==> src/rtl/btn_event_pkg.sv <==
// Shared types and helpers for the push-button gesture decoder.
package btn_event_pkg;

  typedef enum logic [2:0] {
    StIdle   = 3'd0,
    StPress1 = 3'd1,
    StLong   = 3'd2,
    StGap    = 3'd3,
    StPress2 = 3'd4
  } state_e;

  // Width of a counter able to hold the larger of two cycle limits.
  function automatic int unsigned cnt_width(input int unsigned a, input int unsigned b);
    int unsigned m;
    m = (a > b) ? a : b;
    return $clog2(m + 1);
  endfunction

endpackage

==> src/rtl/edge_detect.sv <==
// Registered rise/fall strobes for a signal already synchronous to clk.
module edge_detect (
  input  logic clk,
  input  logic rst,
  input  logic d,
  output logic rise_p,
  output logic fall_p,
  output logic q
);

  always_ff @(posedge clk) begin
    if (rst) begin
      q      <= 1'b0;
      rise_p <= 1'b0;
      fall_p <= 1'b0;
    end else begin
      q      <= d;
      rise_p <= d & ~q;
      fall_p <= ~d & q;
    end
  end

endmodule

==> src/rtl/button_event_decoder.sv <==
// Turns a debounced button level into one-cycle press/release/single/double/long strobes.
module button_event_decoder
  import btn_event_pkg::*;
#(
  parameter int unsigned LONG_CNT = 50_000_000,
  parameter int unsigned DBL_GAP  = 25_000_000
) (
  input  logic clk,
  input  logic rst,
  input  logic clean,
  output logic press_p,
  output logic release_p,
  output logic single_p,
  output logic double_p,
  output logic long_p,
  output logic held
);

  localparam int unsigned  CntW    = cnt_width(LONG_CNT, DBL_GAP);
  localparam logic [CntW-1:0] LongVal = CntW'(LONG_CNT);
  localparam logic [CntW-1:0] GapVal  = CntW'(DBL_GAP);
  localparam logic [CntW-1:0] CntOne  = CntW'(1);
  localparam logic [CntW-1:0] CntMax  = {CntW{1'b1}};

  logic clean_q;
  logic rise;
  logic fall;

  edge_detect u_edge (
    .clk    (clk),
    .rst    (rst),
    .d      (clean),
    .rise_p (press_p),
    .fall_p (release_p),
    .q      (clean_q)
  );

  // The FSM reacts on the same edge the strobes are registered, so it needs the
  // unregistered edge terms.
  assign rise = clean & ~clean_q;
  assign fall = ~clean & clean_q;

  state_e          state_q, state_d;
  logic [CntW-1:0] cnt_q, cnt_d;
  logic [CntW-1:0] cnt_inc;
  logic            single_d, double_d, long_d;

  always_comb begin
    state_d  = state_q;
    cnt_d    = cnt_q;
    single_d = 1'b0;
    double_d = 1'b0;
    long_d   = 1'b0;
    cnt_inc  = (cnt_q == CntMax) ? cnt_q : cnt_q + CntOne;

    case (state_q)
      StIdle: begin
        if (rise) begin
          state_d = StPress1;
          cnt_d   = CntOne;
        end
      end
      StPress1: begin
        if (fall) begin
          state_d = StGap;
          cnt_d   = CntOne;
        end else if (clean) begin
          cnt_d = cnt_inc;
          if (cnt_inc == LongVal) begin
            long_d  = 1'b1;
            state_d = StLong;
          end
        end
      end
      StLong: begin
        if (fall) begin
          state_d = StIdle;
          cnt_d   = '0;
        end
      end
      StGap: begin
        // A rise on the timeout edge still counts as the second press.
        if (rise) begin
          state_d = StPress2;
          cnt_d   = '0;
        end else if (!clean) begin
          cnt_d = cnt_inc;
          if (cnt_inc == GapVal) begin
            single_d = 1'b1;
            state_d  = StIdle;
            cnt_d    = '0;
          end
        end
      end
      StPress2: begin
        if (fall) begin
          double_d = 1'b1;
          state_d  = StIdle;
          cnt_d    = '0;
        end
      end
      default: begin
        state_d = StIdle;
        cnt_d   = '0;
      end
    endcase
  end

  always_ff @(posedge clk) begin
    if (rst) begin
      state_q  <= StIdle;
      cnt_q    <= '0;
      single_p <= 1'b0;
      double_p <= 1'b0;
      long_p   <= 1'b0;
      held     <= 1'b0;
    end else begin
      state_q  <= state_d;
      cnt_q    <= cnt_d;
      single_p <= single_d;
      double_p <= double_d;
      long_p   <= long_d;
      held     <= (state_d == StLong);
    end
  end

endmodule

==> config.mk <==
export PLATFORM = sky130hd
export DESIGN_NAME = button_event_decoder
export DESIGN_NICKNAME = d
export VERILOG_FILES = /design/src/rtl/btn_event_pkg.sv /design/src/rtl/edge_detect.sv /design/src/rtl/button_event_decoder.sv
export SDC_FILE = /design/constraint.sdc
export NUM_CORES = 1
export LEC_CHECK = 0
export BUFFER_PORTS_ARGS = -buffer_cell sky130_fd_sc_hd__buf_2
export CAP_MARGIN = 40
export CORE_MARGIN = 2
export CORE_UTILIZATION = 48
export DETAILED_ROUTE_END_ITERATION = 16
export MAX_ROUTING_LAYER = met4
export SLEW_MARGIN = 20
export SYNTH_ARGS = -nofsm -noshare
export SYNTH_HDL_FRONTEND = slang
export SYNTH_SLANG_ARGS = --single-unit
==> constraint.sdc <==
create_clock -name clk -period 4.3 [get_ports clk]
set_clock_uncertainty 0.05 [all_clocks]
set_input_delay 0 -clock clk [delete_from_list [all_inputs] [get_ports clk]]
set_output_delay 0 -clock clk [all_outputs]
set_load 0.005 [all_outputs]
==> impl_metrics.yaml, run 1 <==
sta:
  setup_viol: 0
  fin_crit_ns: 3.86
  period_share_pct: 89.8
  rsz0062_at_grt: "no"
  final-hold-violation-count: 0
  drv_slew: 0
  max_clock_freq_ghz: 0.259
  slew-limit-headroom_pct: 46.1
  tightest_slew_ns: 0.807
  tns_ns: 0
setup_path:
  setup.worst_path.class: "reg -> reg"
  rr_worst_depth: 11
  endpoint_kind: "flop"
  worstSetupStartpointType: "flop"
  crit_required_ns: 4.47
  r2r-end: "cnt_q[9]"
  cp_data_arrival_time_ns: 4.03
  r2r-start: "cnt_q[0]"
  cp_max_fo: 19
  r2r_setup_slack_ns: 0.44
synth:
  synth_top_area_share_pct: 27.5
  syn_area_mm2: 0.00262
  synth-compound-area-share_pct: 22.8
  yosysWarnings: 0
  synthCells: 351
  yosysTopAreaCell: "dfxtp_1"
  postSynthAreaPerCell_um2: 7.47
  synth-seq-cells: 36
  syn_nets: 355
  yosysMostFrequentCell: "dfxtp_1"
  synth_flop_cell: "dfxtp_1"
  synth_top_family_by_area: "simple AND/OR/NAND/NOR gates"
  netlist_top_cells_count: "dfxtp_1 (36), nand2_1 (33), nor2_1 (31)"
  synthSimpleGateAreaFrac_pct: 38.2
  yosysSeqAreaShare_pct: 27.5
  synthMuxAreaShare_pct: 1.15
  synth_cell_types: 66
  ys_top_cells_by_area: "dfxtp_1 (27%), nand2_1 (4.7%), nor2_1 (4.4%)"
  synth_adder_area_share_pct: 0.859
  synth_edf_count: 0
  synthArstFlopShare_pct: 0
  synthXorXnorAreaFrac_pct: 2.67
clock_network:
  post_cts_buffers: 0
  path_clk_slew_ns: 0.08
  ctsLongestPathBuffers: 2
  cts_resized: 0
  htree_levels: 2
  tritoncts: "built"
  numCtsBuffers: 5
  insertion_delay_ns: 0.29
  cts-root-buf: "clkbuf_8"
  clock_sinks: 36
grt:
  grt_overflow: 0
  grt_pass1_vias: 2450
  grt_max_degree: 23
  grt_usage_pct: 26.6
  grt_pass1_wl_mm: 12.5
  antenna_found_initial: 0
floorplan:
  start_util_pct: 50.4
  chipWidth_um: 77.9
  die_area_mm2: 0.00607
  num_io_pins: 9
  die_h_um: 77.9
  core_area_mm2: 0.00520
  row_count: 26
power_and_ir_drop:
  p_int_uw: 525
  p_sw_uw: 172
  power_frac_seq_pct: 49.2
  power_density_mw_per_mm2: 253
  clkPwrFrac_pct: 43.4
  peakVddDrop_mv: 0.176
  p_leak_nw: 0.894
  combPwrFrac_pct: 7.4
  swShare_pct: 24.7
run_status:
  outcome: "finished, final reports clean"
layout:
  area_growth_syn_to_layout_pct: 5.20
  layout.nets: 347
  fillers: 538
  reg_top3: "cnt_q (26), state_q (3)"
  fin_area_mm2: 0.00276
  largest_register_ffs: 26
  n_antenna_cell: 0
  drive_gt1_share_pct: 11.9
  largest-register: "cnt_q"
route:
  wl_per_cell_um: 18.6
  viasPerCell: 6.51
  vias: 2697
  routed_wl_mm: 7.69
  drt_first_pass_iters: 5
  postRouteAntennaNets: 0
  first_iter_violations: 259
  drc: 0
hold_path:
  hold_path_depth: 2
  hold_path.startpoint: "rst"
  hold-path-endpoint: "state_q[2]"
  hp-class: "in -> reg"
place:
  dpl_cell_area_mm2: 0.00264
  dpl.hpwl_mm: 5.59
  io_buffers: 8
  gp_congestion: 0.923
run:
  maxCapViolations: 0
-- power groups by stage --
stage | sequential (mW) | clock [mW] | combinational (mW)
after floorplan | 0.347 | 0 | 0.0406
after global placement | 0.350 | 0 | 0.0501
after detailed placement | 0.350 | 0 | 0.0504
after CTS | 0.342 | 0.308 | 0.0515
after global routing | 0.343 | 0.322 | 0.0571
final | 0.343 | 0.302 | 0.0518
-- cell type report --
class,count,area [µm²],share of cell area [%]
Tap cell,70,87.6,3.18
Inverter,11,41.3,1.50
Multi-Input combinational cell,276,1720,62.4
Clock buffer,6,72.6,2.63
Timing Repair Buffer,13,80.1,2.90
Clock inverter,2,35.0,1.27
Sequential cell,36,721,26.1
-- per-stage QoR --
stage	cells	power, mW	setup WS (ns)	utilization [%]	hold WS [ns]
floorplan	351	0.387	1.27	-	0.188
global placement	405	0.400	0.621	50.7	0.277
detailed placement	405	0.401	0.551	50.7	0.288
CTS	414	0.701	0.513	53.0	0.0855
global route	414	0.722	0.153	53.0	0.104
finish	414	0.696	0.437	53.0	0.0827
-- how the worst max path moves through the flow --
| stage | start | to | slack (ns) | cells past startpoint |
|---|---|---|---|---|
| final | cnt_q[0] | cnt_q[9] | 0.44 | 11 |
| after global placement | cnt_q[0] | cnt_q[9] | 0.62 | 12 |
| after detailed placement | cnt_q[0] | cnt_q[3] | 0.55 | 11 |
| after CTS | cnt_q[0] | cnt_q[9] | 0.51 | 11 |
| after floorplan | cnt_q[0] | cnt_q[14] | 1.27 | 12 |
| after global routing | cnt_q[0] | cnt_q[10] | 0.15 | 11 |
-- placed cells by master, fill, tap and decap left out, drive strengths merged, types with 7 or more instances in the layout --
cell type and n:
and3 11, a21oi 24, o21ai 21, nor3 10, buf 12, or3 8, inv 10, a31oi 15
nor2 32, nor4 10, nand4 15, xnor2 7, nand3 21, dfxtp 36, nand2 33, a211oi 7
-- repair_timing --
| action | 4_1_cts | 5_1_grt |
|---|---|---|
| hold endpoints to repair | 1 | 0 |
| setup endpoints to repair | 0 | 0 |
| hold buffers | 1 | 0 |
-- worst max-delay path, cell delays in order (launching register included) --
cell and delay, ns:
dfxtp_1 0.43, ha_1 0.33, nand4_1 0.30, or3_1 0.56, nor2_2 0.43, o21ai_0 0.20, nand4_1 0.19, nor4b_4 0.09
a211oi_4 0.70, buf_4 0.26, a21oi_1 0.06, o21ai_0 0.17
-- routing by layer --
metal | track usage (%) | share of wire, % | up-vias
met5 | - | 0 | -
met4 | 9.82 | 1.7 | 0
met3 | 5.00 | 7.9 | 16
met2 | 40.3 | 45 | 119
met1 | 35.4 | 45 | 1276
li1 | - | - | 1286
-- cell families after synthesis --
family                   count (synthesis)
multiplexers                             3
flip-flops                              36
AO/OA/AOI/OAI                           92
XOR/XNOR                                 8
adder cells (fa/ha/maj)                  2
buffers and inverters                   39
AND/OR/NAND/NOR                        171
Note: power is estimated with default switching activity, not from simulation.
==> inputs of run 2 (changes only) <==
- CORE_UTILIZATION: 48 -> 62
- CTS_CLUSTER_DIAMETER: unset -> 60
- GPL_TIMING_DRIVEN: unset -> 0
- PLACE_DENSITY: unset -> 0.8
==> impl_metrics.yaml, run 2 (synthesis results as in run 1) <==
layout:
  final_cells: 417
  reg_top3: "cnt_q (26), state_q (3)"
  multi_input_area_mm2: 0.00172
  final_cell_mix: "dfxtp_1 (36), nand2_1 (33), nor2_1 (31)"
  drive_gt1_share_pct: 12.5
  layout.nets: 370
  finalCoreUtilization_pct: 69.8
  fillers: 369
  largest_register_ffs: 26
  area_growth_syn_to_layout_pct: 7.35
  seq_area_um2: 721
  largest-register: "cnt_q"
  final_common_cell: "dfxtp_1"
  n_antenna_cell: 0
clock_network:
  htree_levels: 2
  numCtsBuffers: 5
  ctsLongestPathBuffers: 2
  insertion_delay_ns: 0.29
  post_cts_buffers: 0
  cts_hold_buf: 0
  cts_resized: 0
  cts-root-buf: "clkbuf_8"
  path_clk_slew_ns: 0.08
  tritoncts: "built"
  clock_sinks: 36
floorplan:
  die_area_mm2: 0.00476
  core_area_mm2: 0.00403
  row_count: 23
  num_io_pins: 9
  chipWidth_um: 69.0
  die_h_um: 69.0
  start_util_pct: 65.1
sta:
  max_clock_freq_ghz: 0.253
  drv_slew: 0
  tns_ns: 0
  final-hold-violation-count: 0
  setup_viol: 0
  period_share_pct: 92.1
  fin_crit_ns: 3.96
  rsz0062_at_grt: "no"
  tightest_slew_ns: 0.611
  slew-limit-headroom_pct: 58.7
setup_path:
  crit_required_ns: 4.43
  max_stage_delay_ns: 0.51
  cp_data_arrival_time_ns: 4.09
  path_delay_family: "simple AND/OR/NAND/NOR gates"
  worstSetupStartpointType: "flop"
  cp_num_buf_inv: 3
  endpoint_kind: "flop"
  path_cells: "ha_1 -> nand4_1 -> nor3_1 -> nand2_1 -> clkbuf_1 -> a311oi_1 -> a31oi_1 -> nor4_2 -> buf_6 -> a211oi_4 -> buf_6 -> a32oi_1 -> o21ai_0"
  setup.worst_path.class: "reg -> reg"
  cp_slowest_cell: "nor3_1"
  cpMostUsedCell: "buf_6"
  cp_max_fo: 10
run:
  maxCapViolations: 0
route:
  wl_per_cell_um: 18.0
  routed_wl_mm: 7.50
  viasPerCell: 6.76
  drc: 0
  postRouteAntennaNets: 0
  drt_first_pass_iters: 5
  first_iter_violations: 345
  vias: 2818
place:
  dpl.hpwl_mm: 5.33
  gp_congestion: 0.962
  io_buffers: 8
  dp.cells: 409
power_and_ir_drop:
  peakVddDrop_mv: 0.228
  p_leak_nw: 0.939
  power_density_mw_per_mm2: 234
grt:
  grt_usage_pct: 31.6
  grt_pass1_vias: 2490
  grt_pass1_wl_mm: 11.9
  grt_max_degree: 11
  antenna_found_initial: 0
  grt_overflow: 0
hold_path:
  hp-class: "in -> reg"
run_status:
  outcome: "finished, final reports clean"
==> run 2: changes by cell type in the layout (fill, tap and decap cells not counted), moves of 3 or more <==
cell,delta
buf_2,+6
buf_6,+3
buf_4,-3
clkbuf_1,+18
==> run 2: worst min-delay path, cell delays in order <==
cell     delay, ns
buf_2         0.08
inv_1         0.07
nand2_1       0.16
nor2_1        0.05
==> run 2: path summary, 6_finish.rpt <==
kind	end	cells past startpoint	slack (ns)	startpoint
worst max-delay path	cnt_q[1]	13	0.34	cnt_q[0]
worst min-delay path	u_edge.fall_p	4	0.07	clean
worst max register to register	cnt_q[1]	13	0.34	cnt_q[0]
worst min register to register	cnt_q[21]	2	0.47	cnt_q[21]
==> run 2: final cells by class <==
class | count | area share, %
Multi-Input combinational cell | 276 | 61.1
Sequential cell | 36 | 25.6
Clock buffer | 8 | 3.20
Buffer | 28 | 4.94
Timing Repair Buffer | 8 | 1.42
Tap cell | 50 | 2.22
Inverter | 11 | 1.47
==> run 2: power by group <==
| part | switching, mW | internal, mW | total, mW |
|---|---|---|---|
| Clock | 0.129 | 0.131 | 0.260 |
| Combinational | 0.0415 | 0.0177 | 0.0592 |
| Sequential | 0.00306 | 0.337 | 0.340 |
| Total | 0.174 | 0.485 | 0.659 |
==> run 2: metal layers <==
layer  vias up  routed length, µm  global-route usage, %  share of wire [%]
li1       1340                  -                      -                  -
met5         -                  0                      -                  0
met1      1313               3280                   42.2                 44
met4         0                209                   12.9                2.8
met2       142               3440                   48.6                 46
met3        23                566                   3.95                7.5
==> run 2: metrics by stage <==
step	total power [mW]	hold slack (ns)	area (µm²)	setup slack, ns
global route	0.675	0.0948	2810	0.204
global placement	0.403	0.326	2720	0.491
finish	0.659	0.0736	2810	0.341
floorplan	0.387	0.188	2620	1.27
CTS	0.655	0.0665	2810	0.470
detailed placement	0.404	0.325	2720	0.504
==> inputs of run 3 (changes only) <==
- SLEW_MARGIN: 20 -> unset
- clock period: 4.3 -> 3.9 ns (I/O delays scaled with it)
==> impl_metrics.yaml, run 3 (synthesis results as in run 1) <==
run_status:
  outcome: "finished, final reports clean"
floorplan:
  die_h_um: 69.0
  core_area_mm2: 0.00403
  num_io_pins: 9
  chipWidth_um: 69.0
  die_area_mm2: 0.00476
  row_count: 23
  start_util_pct: 65.1
sta:
  period_share_pct: 95.3
  max_clock_freq_ghz: 0.269
  rsz0062_at_grt: "no"
  setup_viol: 0
  tns_ns: 0
  fin_crit_ns: 3.72
  drv_slew: 0
  worst_slack_ns: 0.182
  final-hold-violation-count: 0
  tightest_slew_ns: 0.622
  slew-limit-headroom_pct: 57.9
setup_path:
  path_cells: "ha_1 -> and4_1 -> buf_2 -> nand4_2 -> or4_1 -> a21oi_1 -> o2111ai_1 -> nor4_2 -> buf_6 -> a211oi_4 -> buf_6 -> a32oi_1 -> o21ai_0"
  worstSetupStartpointType: "flop"
  crit_required_ns: 4.03
  endpoint_kind: "flop"
  cp_slowest_cell: "or4_1"
  r2r_setup_slack_ns: 0.18
  r2r-end: "cnt_q[1]"
  cp_max_fo: 10
  r2r-start: "cnt_q[0]"
  max_stage_delay_ns: 0.57
  cp-startpoint: "cnt_q[0]"
  setup.worst_path.class: "reg -> reg"
  rr_worst_depth: 13
  cpMostUsedCell: "buf_6"
  cp_data_arrival_time_ns: 3.84
hold_path:
  hold_path_depth: 4
  hold-path-endpoint: "u_edge.fall_p"
  hold_path.startpoint: "clean"
  hp-class: "in -> reg"
layout:
  drive_gt1_share_pct: 13.5
  final_common_cell: "dfxtp_1"
  fillers: 367
  largest-register: "cnt_q"
  reg_top3: "cnt_q (26), state_q (3)"
  largest_register_ffs: 26
  n_antenna_cell: 0
  area_growth_syn_to_layout_pct: 8.40
  final_cell_mix: "dfxtp_1 (36), nand2_1 (33), nor2_1 (31)"
  layout.nets: 373
place:
  dpl_worst_slack_ns: 0.104
  gp_congestion: 0.962
  io_buffers: 8
  dpl.hpwl_mm: 5.33
power_and_ir_drop:
  peakVddDrop_mv: 0.245
  power_frac_seq_pct: 51.7
  power_density_mw_per_mm2: 255
  p_int_uw: 535
  power_uw: 725
  p_leak_nw: 0.953
  clkPwrFrac_pct: 39.3
  p_sw_uw: 189
  combPwrFrac_pct: 9.0
  swShare_pct: 26.1
grt:
  grt_usage_pct: 31.6
  grt_pass1_vias: 2490
  grt_max_degree: 11
  grt_overflow: 0
  grt_pass1_wl_mm: 11.9
  antenna_found_initial: 0
route:
  wl_per_cell_um: 18.1
  drc: 0
  postRouteAntennaNets: 0
  first_iter_violations: 354
  viasPerCell: 6.87
  routed_wl_mm: 7.62
  drt_first_pass_iters: 6
  vias: 2887
clock_network:
  htree_levels: 2
  tritoncts: "built"
  cts-root-buf: "clkbuf_8"
  path_clk_slew_ns: 0.08
  clock_sinks: 36
  ctsLongestPathBuffers: 2
  insertion_delay_ns: 0.29
  numCtsBuffers: 5
run:
  maxCapViolations: 0
-- run 3: changes by cell type in the layout (fill, tap and decap cells not counted), sizes merged --
cell,previous run,this run
buf,19,22
-- run 3: how the worst max path moves through the flow --
| stage | end | slack (ns) |
|---|---|---|
| 3_5_place_dp | cnt_q[1] | 0.10 |
| 6_report | cnt_q[1] | 0.18 |
| 4_1_cts | cnt_q[1] | 0.07 |
| 2_1_floorplan | cnt_q[14] | 0.87 |
| 3_3_place_gp | cnt_q[1] | 0.09 |
| 5_1_grt | cnt_q[5] | 0.03 |
-- run 3: layout make-up --
type                       count  area [µm²]  area share, %
multi-input combinational    276        1730           60.7
sequential                    36         721           25.4
buffer                        28         139           4.89
clock buffer                   8        90.1           3.17
timing repair buffer          11        62.6           2.20
tap                           50        62.6           2.20
inverter                      11        41.3           1.45
-- run 3: critical path: cells and delay by family (launching register included) --
kind / cells / cell delay (ns)
compound gates: 5 / 0.70
flops: 1 / 0.46
fa+ha+maj: 1 / 0.34
simple gates: 4 / 1.44
buf+inv: 3 / 0.59
-- run 3: per-stage QoR --
step                std cells  cell area (µm²)  hold WS [ns]  utilization, %
finish                    420             2840        0.0662            70.5
global route              420             2840        0.0948            70.5
CTS                       417             2810        0.0665            69.8
detailed placement        409             2720         0.325            67.6
global placement          409             2720         0.326            67.6
floorplan                 351             2620         0.188               -
-- run 3: what timing repair did --
item	4_1_cts	5_1_grt
buffers inserted	0	3
setup endpoints to repair	0	22
hold buffers	0	0
resized for setup	0	1
-- run 3: power groups by stage --
stage / logic, mW / clock network [mW] / registers, mW
floorplan: 0.0448 / 0 / 0.382
global placement: 0.0619 / 0 / 0.383
detailed placement: 0.0626 / 0 / 0.383
CTS: 0.0635 / 0.284 / 0.375
global route: 0.0699 / 0.300 / 0.375
finish: 0.0656 / 0.285 / 0.375
-- run 3: layer usage --
metal | track usage (%) | vias to the layer above | wire (µm)
met5 | - | - | 0
met4 | 12.9 | 0 | 235
met3 | 3.95 | 34 | 724
met2 | 48.6 | 187 | 3470
met1 | 42.2 | 1313 | 3200
li1 | - | 1353 | -
